--- config.mk ---
export PLATFORM = sky130hd
export DESIGN_NAME = adc733_rx
export DESIGN_NICKNAME = d
export VERILOG_FILES = /design/src/rtl/adc733_rx.sv
export SDC_FILE = /design/constraint.sdc
export NUM_CORES = 1
export LEC_CHECK = 0
export CAP_MARGIN = 25
export CORE_MARGIN = 10
export CORE_UTILIZATION = 54
export DETAILED_ROUTE_END_ITERATION = 6
export GPL_TIMING_DRIVEN = 0
export PLACE_DENSITY = 0.75
export REMOVE_ABC_BUFFERS = 1
export SYNTH_ARGS = -nofsm -noshare
export SYNTH_HDL_FRONTEND = slang
export SYNTH_SLANG_ARGS = --single-unit
export TNS_END_PERCENT = 5
--- constraint.sdc ---
create_clock -name SCLK -period 3 [get_ports SCLK]
set_clock_uncertainty 0.1 [all_clocks]
set_input_delay 0.6 -clock SCLK [delete_from_list [all_inputs] [get_ports SCLK]]
set_output_delay 0.6 -clock SCLK [all_outputs]
set_load 0.005 [all_outputs]
--- src/rtl/adc733_rx.sv ---
// adc733_rx -- serial receiver for an ADC733-style frame-synced data port.
//
// SDOFS marks the MSB of each 16-bit sample on SDO. The shifter assembles
// words MSB first, tags each completed word with a round-robin channel number
// (0..NCH-1) and pushes {ch, word} into a show-ahead FIFO drained through a
// valid/ready handshake. An overflow drops the incoming word and sets a
// sticky flag; a frame sync arriving mid-word produces a one-cycle error
// pulse and restarts capture on the new frame.
//
// Ports
//   SCLK       in   serial clock, all logic on the rising edge
//   rst_l      in   asynchronous active-low reset
//   en         in   receive enable; low ignores SDOFS and holds the shifter idle
//   ch_rst     in   synchronous channel-counter clear, also aborts a partial word
//   SDOFS      in   frame sync, high for one SCLK with the MSB
//   SDO        in   serial data, MSB first
//   m_data     out  [15:0] sample word at the FIFO head (0 when empty)
//   m_ch       out  [2:0]  channel tag of m_data (0 when empty)
//   m_valid    out  FIFO non-empty
//   m_ready    in   consumer accepts the head word when m_valid & m_ready
//   ovf        out  sticky overflow flag
//   ovf_clr    in   synchronous clear of ovf
//   frame_err  out  one-cycle pulse on a premature SDOFS
module adc733_rx #(
  parameter int NCH   = 6,
  parameter int DEPTH = 8
) (
  input  logic        SCLK,
  input  logic        rst_l,
  input  logic        en,
  input  logic        ch_rst,
  input  logic        SDOFS,
  input  logic        SDO,
  output logic [15:0] m_data,
  output logic [2:0]  m_ch,
  output logic        m_valid,
  input  logic        m_ready,
  output logic        ovf,
  input  logic        ovf_clr,
  output logic        frame_err
);

  localparam int AW = $clog2(DEPTH);
  localparam int CW = AW + 1;

  typedef enum logic {IDLE, SHIFT} state_t;

  state_t        state_q, state_d;
  logic [3:0]    bcnt_q, bcnt_d;
  logic [14:0]   sreg_q, sreg_d;
  logic [2:0]    ch_q;
  logic          push;
  logic          err_d;
  logic [15:0]   word;

  logic [18:0]   mem [DEPTH];
  logic [AW-1:0] wr_ptr, rd_ptr;
  logic [CW-1:0] count;
  logic          full, pop, wr_en;

  // State register plus the shifter datapath it steers
  always_ff @(posedge SCLK or negedge rst_l) begin
    if (!rst_l) begin
      state_q   <= IDLE;
      bcnt_q    <= '0;
      frame_err <= 1'b0;
    end else begin
      state_q   <= state_d;
      bcnt_q    <= bcnt_d;
      frame_err <= err_d;
    end
  end

  always_ff @(posedge SCLK) begin
    sreg_q <= sreg_d;
  end

  // Next-state logic: ch_rst and a dropped enable both force IDLE first
  always_comb begin
    state_d = state_q;
    if (ch_rst || !en) begin
      state_d = IDLE;
    end else begin
      case (state_q)
        IDLE:    if (SDOFS) state_d = SHIFT;
        SHIFT:   if (!SDOFS && bcnt_q == 4'd15) state_d = IDLE;
        default: state_d = IDLE;
      endcase
    end
  end

  // Output / datapath control. The counter holds the number of bits already
  // captured, so the edge that sees bcnt_q == 15 is the one sampling bit0.
  // Any SDOFS while shifting is premature and restarts capture on this bit.
  always_comb begin
    bcnt_d = bcnt_q;
    sreg_d = sreg_q;
    push   = 1'b0;
    err_d  = 1'b0;
    if (ch_rst || !en) begin
      bcnt_d = '0;
    end else begin
      case (state_q)
        IDLE: begin
          if (SDOFS) begin
            bcnt_d = 4'd1;
            sreg_d = {14'd0, SDO};
          end
        end
        SHIFT: begin
          if (SDOFS) begin
            err_d  = 1'b1;
            bcnt_d = 4'd1;
            sreg_d = {14'd0, SDO};
          end else begin
            sreg_d = {sreg_q[13:0], SDO};
            bcnt_d = bcnt_q + 4'd1;
            push   = (bcnt_q == 4'd15);
          end
        end
        default: bcnt_d = '0;
      endcase
    end
  end

  assign word = {sreg_q, SDO};

  // Channel counter advances on every completed word, even one the FIFO drops
  always_ff @(posedge SCLK or negedge rst_l) begin
    if (!rst_l) begin
      ch_q <= '0;
    end else if (ch_rst) begin
      ch_q <= '0;
    end else if (push) begin
      ch_q <= (ch_q == 3'(NCH - 1)) ? 3'd0 : ch_q + 3'd1;
    end
  end

  // FIFO: a pop on the same edge frees the slot, so a push into a full FIFO
  // still succeeds when the head is being consumed.
  assign full    = (count == CW'(DEPTH));
  assign m_valid = (count != '0);
  assign pop     = m_valid && m_ready;
  assign wr_en   = push && (!full || pop);

  always_ff @(posedge SCLK) begin
    if (wr_en) mem[wr_ptr] <= {ch_q, word};
  end

  always_ff @(posedge SCLK or negedge rst_l) begin
    if (!rst_l) begin
      wr_ptr <= '0;
      rd_ptr <= '0;
      count  <= '0;
      ovf    <= 1'b0;
    end else begin
      if (wr_en) wr_ptr <= wr_ptr + 1'b1;
      if (pop)   rd_ptr <= rd_ptr + 1'b1;
      case ({wr_en, pop})
        2'b10:   count <= count + 1'b1;
        2'b01:   count <= count - 1'b1;
        default: count <= count;
      endcase
      // A new overflow wins over a clear on the same edge
      ovf <= (push && full && !pop) || (ovf && !ovf_clr);
    end
  end

  // Show-ahead head; forced to zero while empty so reset reads back as 0
  assign m_data = m_valid ? mem[rd_ptr][15:0]  : 16'd0;
  assign m_ch   = m_valid ? mem[rd_ptr][18:16] : 3'd0;

endmodule

Word level (Yosys, flattened, before mapping)
Memories as Yosys holds them, arrays and structs flattened.
Cells that the tools add are included.
{"block": "totals", "input_bits": 8, "ramBits": 152, "memories": 1, "elab_cells": 67, "output_inout_bits": 22, "reg_bits": 35}
{"memory": "mem", "words": 8, "width": 19, "read_ports": 1, "rd_clocked_by_memory_dff": 0, "wr": 1, "line": "56", "source": "logic [18:0] mem [DEPTH];"}
{"block": "op_classes", "n_reduce_logical": 18, "eq_ne": 7, "addsub": 6, "bitwise_logic": 2, "muxes": 24}
{"cell": "$mux 15", "n": 2}
{"cell": "$pmux 15 s2", "n": 1}
{"cell": "$mux 16", "n": 1}
{"cell": "$pmux 4 s2", "n": 2}
{"cell": "$mux 3", "n": 4}
{"cell": "$mux 4", "n": 3}
{"cell": "$mux 1", "n": 10}
{"cell": "$add 3x1->3 const B", "n": 3}
{"cell": "$add 4x1->4 const B", "n": 2}
{"cell": "$eq 4x4->1 const B", "n": 2}
{"cell": "$logic_and 1x1->1", "n": 6}
{"cell": "$logic_not 1->1", "n": 5}
{"cell": "$reduce_bool 2->1", "n": 2}
{"cell": "$reduce_bool 4->1", "n": 1}
{"cell": "$sub 4x1->4 const B", "n": 1}
{"cell": "$eq 3x3->1 const B", "n": 1}
{"cell": "$logic_or 1x1->1", "n": 3}
{"cell": "$ne 3x3->1 const B", "n": 1}
{"cell": "$eq 2x1->1 const B", "n": 1}
{"cell": "$eq 2x2->1 const B", "n": 1}
{"cell": "$ne 2x2->1 const B", "n": 1}
{"cell": "$not 1->1", "n": 2}
{"cell": "$pmux 1 s2", "n": 1}
{"cell": "$reduce_and 2->1", "n": 1}

Logic depth before layout (Yosys ltp)
{"block": "logic_depth", "ltp_word": 7, "mapped_depth": 11, "mapped_depth_nobuf": 11}

Worst setup path before layout
No wires, ideal clock.
{"block": "synth_path", "kind": "in2reg", "startpoint": "input port SDOFS", "endpoint": "memory mem[1][0], enable pin", "setup_time_ns": 0.419, "setup_slack_ns": -0.282, "stages": 5, "arrival_time_ns": 2.763, "n_path_buf": 1, "required_ns": 2.481, "path_cell_list": "clkbuf_1 nand4bb_4 a211oi_4 nand2_1 nor3_1"}
{"block": "synth_via", "elab_chain_len": 6}
{"element": "from (decl)", "line": "32", "source": "input logic SDOFS,"}
{"element": "$mux 1", "line": "111", "source": "if (SDOFS) begin"}
{"element": "$mux 1", "line": "103", "source": "case (state_q)"}
{"element": "$mux 1", "line": "100", "source": "if (ch_rst || !en) begin"}
{"element": "$logic_and 1x1->1", "line": "144", "source": "assign wr_en = push && (!full || pop);"}
{"element": "$mux 1", "line": "147", "source": "if (wr_en) mem[wr_ptr] <= {ch_q, word};"}
{"element": "$mux 1 (implied by the code)", "line": "147"}
{"element": "to (decl)", "line": "56"}
No other way between the ends.

Worst setup path in the final report
{"block": "layout_path", "startpoint": "register rd_ptr[0]", "endpoint": "output port m_ch[2]"}
{"block": "layout_via", "elab_chain_len": 2}
{"element": "from (decl)", "line": "57", "source": "logic [AW-1:0] wr_ptr, rd_ptr;"}
{"element": "from (signal assigned)", "line": "158", "source": "if (pop) rd_ptr <= rd_ptr + 1'b1;"}
{"element": "$mem_v2 8x19"}
{"element": "$mux 3", "line": "171", "source": "assign m_ch = m_valid ? mem[rd_ptr][18:16] : 3'd0;"}
{"element": "to (decl)", "line": "35", "source": "output logic [2:0] m_ch,"}
No other way between the ends.

==> impl_metrics.py <==
metrics = {
    "drt": {
        "detail_route.wirelength_um": 13900,
        "routedWlPerCell_um": 22.3,
        "dr.max_layer_used": "met4",
        "dr_wl_met3_um": 854,
        "num_vias": 3593,
        "viasPerCell": 5.77,
        "post-route-drc-count": 0,
        "route.met2.wl_um": 7250,
        "drt_iter0_drc": 282,
        "wl_met1_um": 5630,
        "first_pass_iters": 6,
        "final_antenna_net_count": 0,
    },
    "global_route": {
        "gr-total-overflow": 0,
        "antenna_found_initial": 0,
        "grt_pass1_wl_um": 21600,
        "grt_usage_pct": 15.9,
        "grt_pass1_vias": 3788,
        "grt_max_degree": 21,
    },
    "cts": {
        "cts_tree": "yes",
        "cts-root-buf": "clkbuf_16",
        "clockBufferDepth": 2,
        "cts.sinks": 187,
        "ctsHoldBuffers": 0,
        "clkLatencyLatePin_ps": 430,
        "cts_max_level": 4,
        "cts-buffers-inserted": 17,
        "path_clk_slew_ps": 70,
    },
    "timing": {
        "fin_crit_sh_pct": 98.7,
        "layout_min_cycle_time_ps": 2960,
        "slew_violations": 0,
        "rsz0062_at_grt": "true",
        "hold_viol_final": 0,
        "max_freq_mhz": 338,
        "slew_headroom_pct": 38.4,
        "layout_setup_ws_ps": 40.3,
        "setup_violations": 0,
        "worst_pin_slew_ps": 921,
    },
    "setup_path": {
        "start_kind": "flop",
        "critPathCapture": "m_ch[2]",
        "worstReg2RegEnd": "count[2]",
        "cp_max_fo": 5,
        "crit_start": "rd_ptr[0]",
        "worstSetupPathType": "reg2out",
        "crit_arrival_ps": 2260,
        "required_ps": 2300,
        "worstRegToRegCells": 11,
        "rr_startpoint": "count[0]",
        "rrSetupSlack_ps": 260,
        "end_kind": "output pin",
    },
    "floorplanning": {
        "die_area_um2": 18800,
        "fp.dieW_um": 137,
        "io-pin-count": 30,
        "initial_core_util_pct": 55.6,
        "rows": 42,
        "core-area_um2": 13300,
        "die_h_um": 137,
    },
    "logic_synthesis": {
        "synth-edff-count": 167,
        "syn_area_per_cell_um2": 19.6,
        "synthTopCellsByArea": "edfxtp_1 68%, mux4_2 12%, dfrtp_1 6.7%, mux2i_1 2.8%, nor2_1 1.8%",
        "synth_ff_type": "edfxtp_1",
        "netlist_area_um2": 7420,
        "synthArstFlopShare_pct": 10.7,
        "synth_top_area_cell": "edfxtp_1",
        "synth.distinct_cells": 35,
        "ys_ff_latch": 187,
        "yosys_warnings": 0,
        "syn_inst": 378,
        "seq_area_frac_synth_pct": 74.4,
        "netlist.area_leader.share_pct": 67.6,
    },
    "placement": {
        "gp_congestion": 0.738,
        "preCtsSetupSlack_ps": -291,
        "portBuffers": 29,
        "dp_hpwl_um": 8210,
    },
    "layout": {
        "areaGrowthSynthToFinish_pct": 19.4,
        "mostFrequentLayoutCell": "edfxtp_1",
        "drive_gt1_share_pct": 26.2,
        "final_util_pct": 66.4,
        "layout_common_cells": "167 x edfxtp_1, 38 x mux4_2, 29 x nor2_1",
        "fin_nets": 448,
        "diodes": 0,
    },
    "power": {
        "power_mw": 7.10,
        "ir_worst_vdd_mv": 0.453,
        "power.density_nw_per_um2": 802,
        "power.leakage_nw": 3.11,
    },
    "run": {
        "maxCapViolCount": 0,
    },
    "outcome": {
        "status": "complete, no violations",
    },
    "min_path": {
        "min_path_type": "reg2reg",
    },
}
## worst max-delay path, cell delays in order, from the launching register on
cell	delay [ps]
dfrtp_4	550
buf_12	160
buf_4	140
mux4_2	450
mux2i_4	190
nor2_1	70
dlygate4sd2_1	260
## synth_stat cells (2+ instances only)
cell / instances
xor2_1: 8
mux2i_1: 21
and2_1: 15
inv_1: 3
nor2_1: 36
ha_1: 6
buf_1: 2
edfxtp_1: 167
a21oi_1: 2
nand2_1: 7
dfrtp_1: 20
nand2b_1: 5
nor2b_1: 2
clkbuf_1: 4
buf_2: 7
mux2_2: 3
nand3_1: 3
buf_6: 3
xnor2_1: 4
nor3_1: 8
mux4_2: 38
## how the worst min path moves through the flow
stage | start | to | depth (start not counted)
floorplan | rst_l | bcnt_q[0] | 0
global placement | ovf | ovf | 1
detailed placement | ovf | ovf | 1
CTS | wr_ptr[0] | wr_ptr[0] | 1
global route | wr_ptr[0] | wr_ptr[0] | 1
finish | wr_ptr[0] | wr_ptr[0] | 1
## flip-flops by register name, indices dropped and copies added, names as in the netlist
register and cells:
wr_ptr 3, mem 152, sreg_q 15, count 4, rd_ptr 3, bcnt_q 4
state_q 1, ovf 1, ch_q 3, frame_err 1
## timing repair
action | in CTS | in global routing
pin swaps | 1 | 0
cloned | 0 | 0
gates resized for setup | 20 | 7
setup endpoints to repair | 22 | 4
endpoints found under the hold margin | 0 | 0
buffers inserted | 7 | 3
## final cells by class
cell class / instances / area [um2]
clock buffers: 17 / 425
clock inverters: 15 / 161
fillers: 881 / 4490
inverters: 4 / 15.0
multi-input cells: 171 / 1840
flip-flops and latches: 187 / 5520
well taps: 176 / 220
repair buffers: 53 / 669
## through the flow
step	hold slack, ps	instance area, um2	setup TNS (ps)	instances
floorplan	204	7330	-7860	362
global placement	383	7840	-222620	567
detailed placement	387	8140	-21390	580
CTS	411	8800	-70.1	619
global route	427	8860	-67.3	623
finish	410	8860	0	623
## where the power goes
group,internal (mW),switching (mW),total (mW)
logic,1.10,0.746,1.84
clock network,1.17,1.00,2.18
registers,2.88,0.200,3.08
## routing by layer
| metal | up-vias | global-route usage, % |
|---|---|---|
| li1 | 1600 | - |
| met1 | 1853 | 19.6 |
| met2 | 124 | 26.1 |
| met3 | 16 | 5.06 |
| met4 | 0 | 5.09 |
| met5 | - | 0 |
## logic make-up after synthesis
group / Yosys count / synth area share [%]
XOR/XNOR: 12 / 1.42
adder cells (fa/ha/maj): 6 / 1.01
AO/OA/AOI/OAI: 7 / 0.843
multiplexers: 63 / 15.0
AND/OR/NAND/NOR: 83 / 5.90
flip-flops: 187 / 74.4
buffers and inverters: 20 / 1.43
Note: power is estimated with default switching activity, not from simulation.
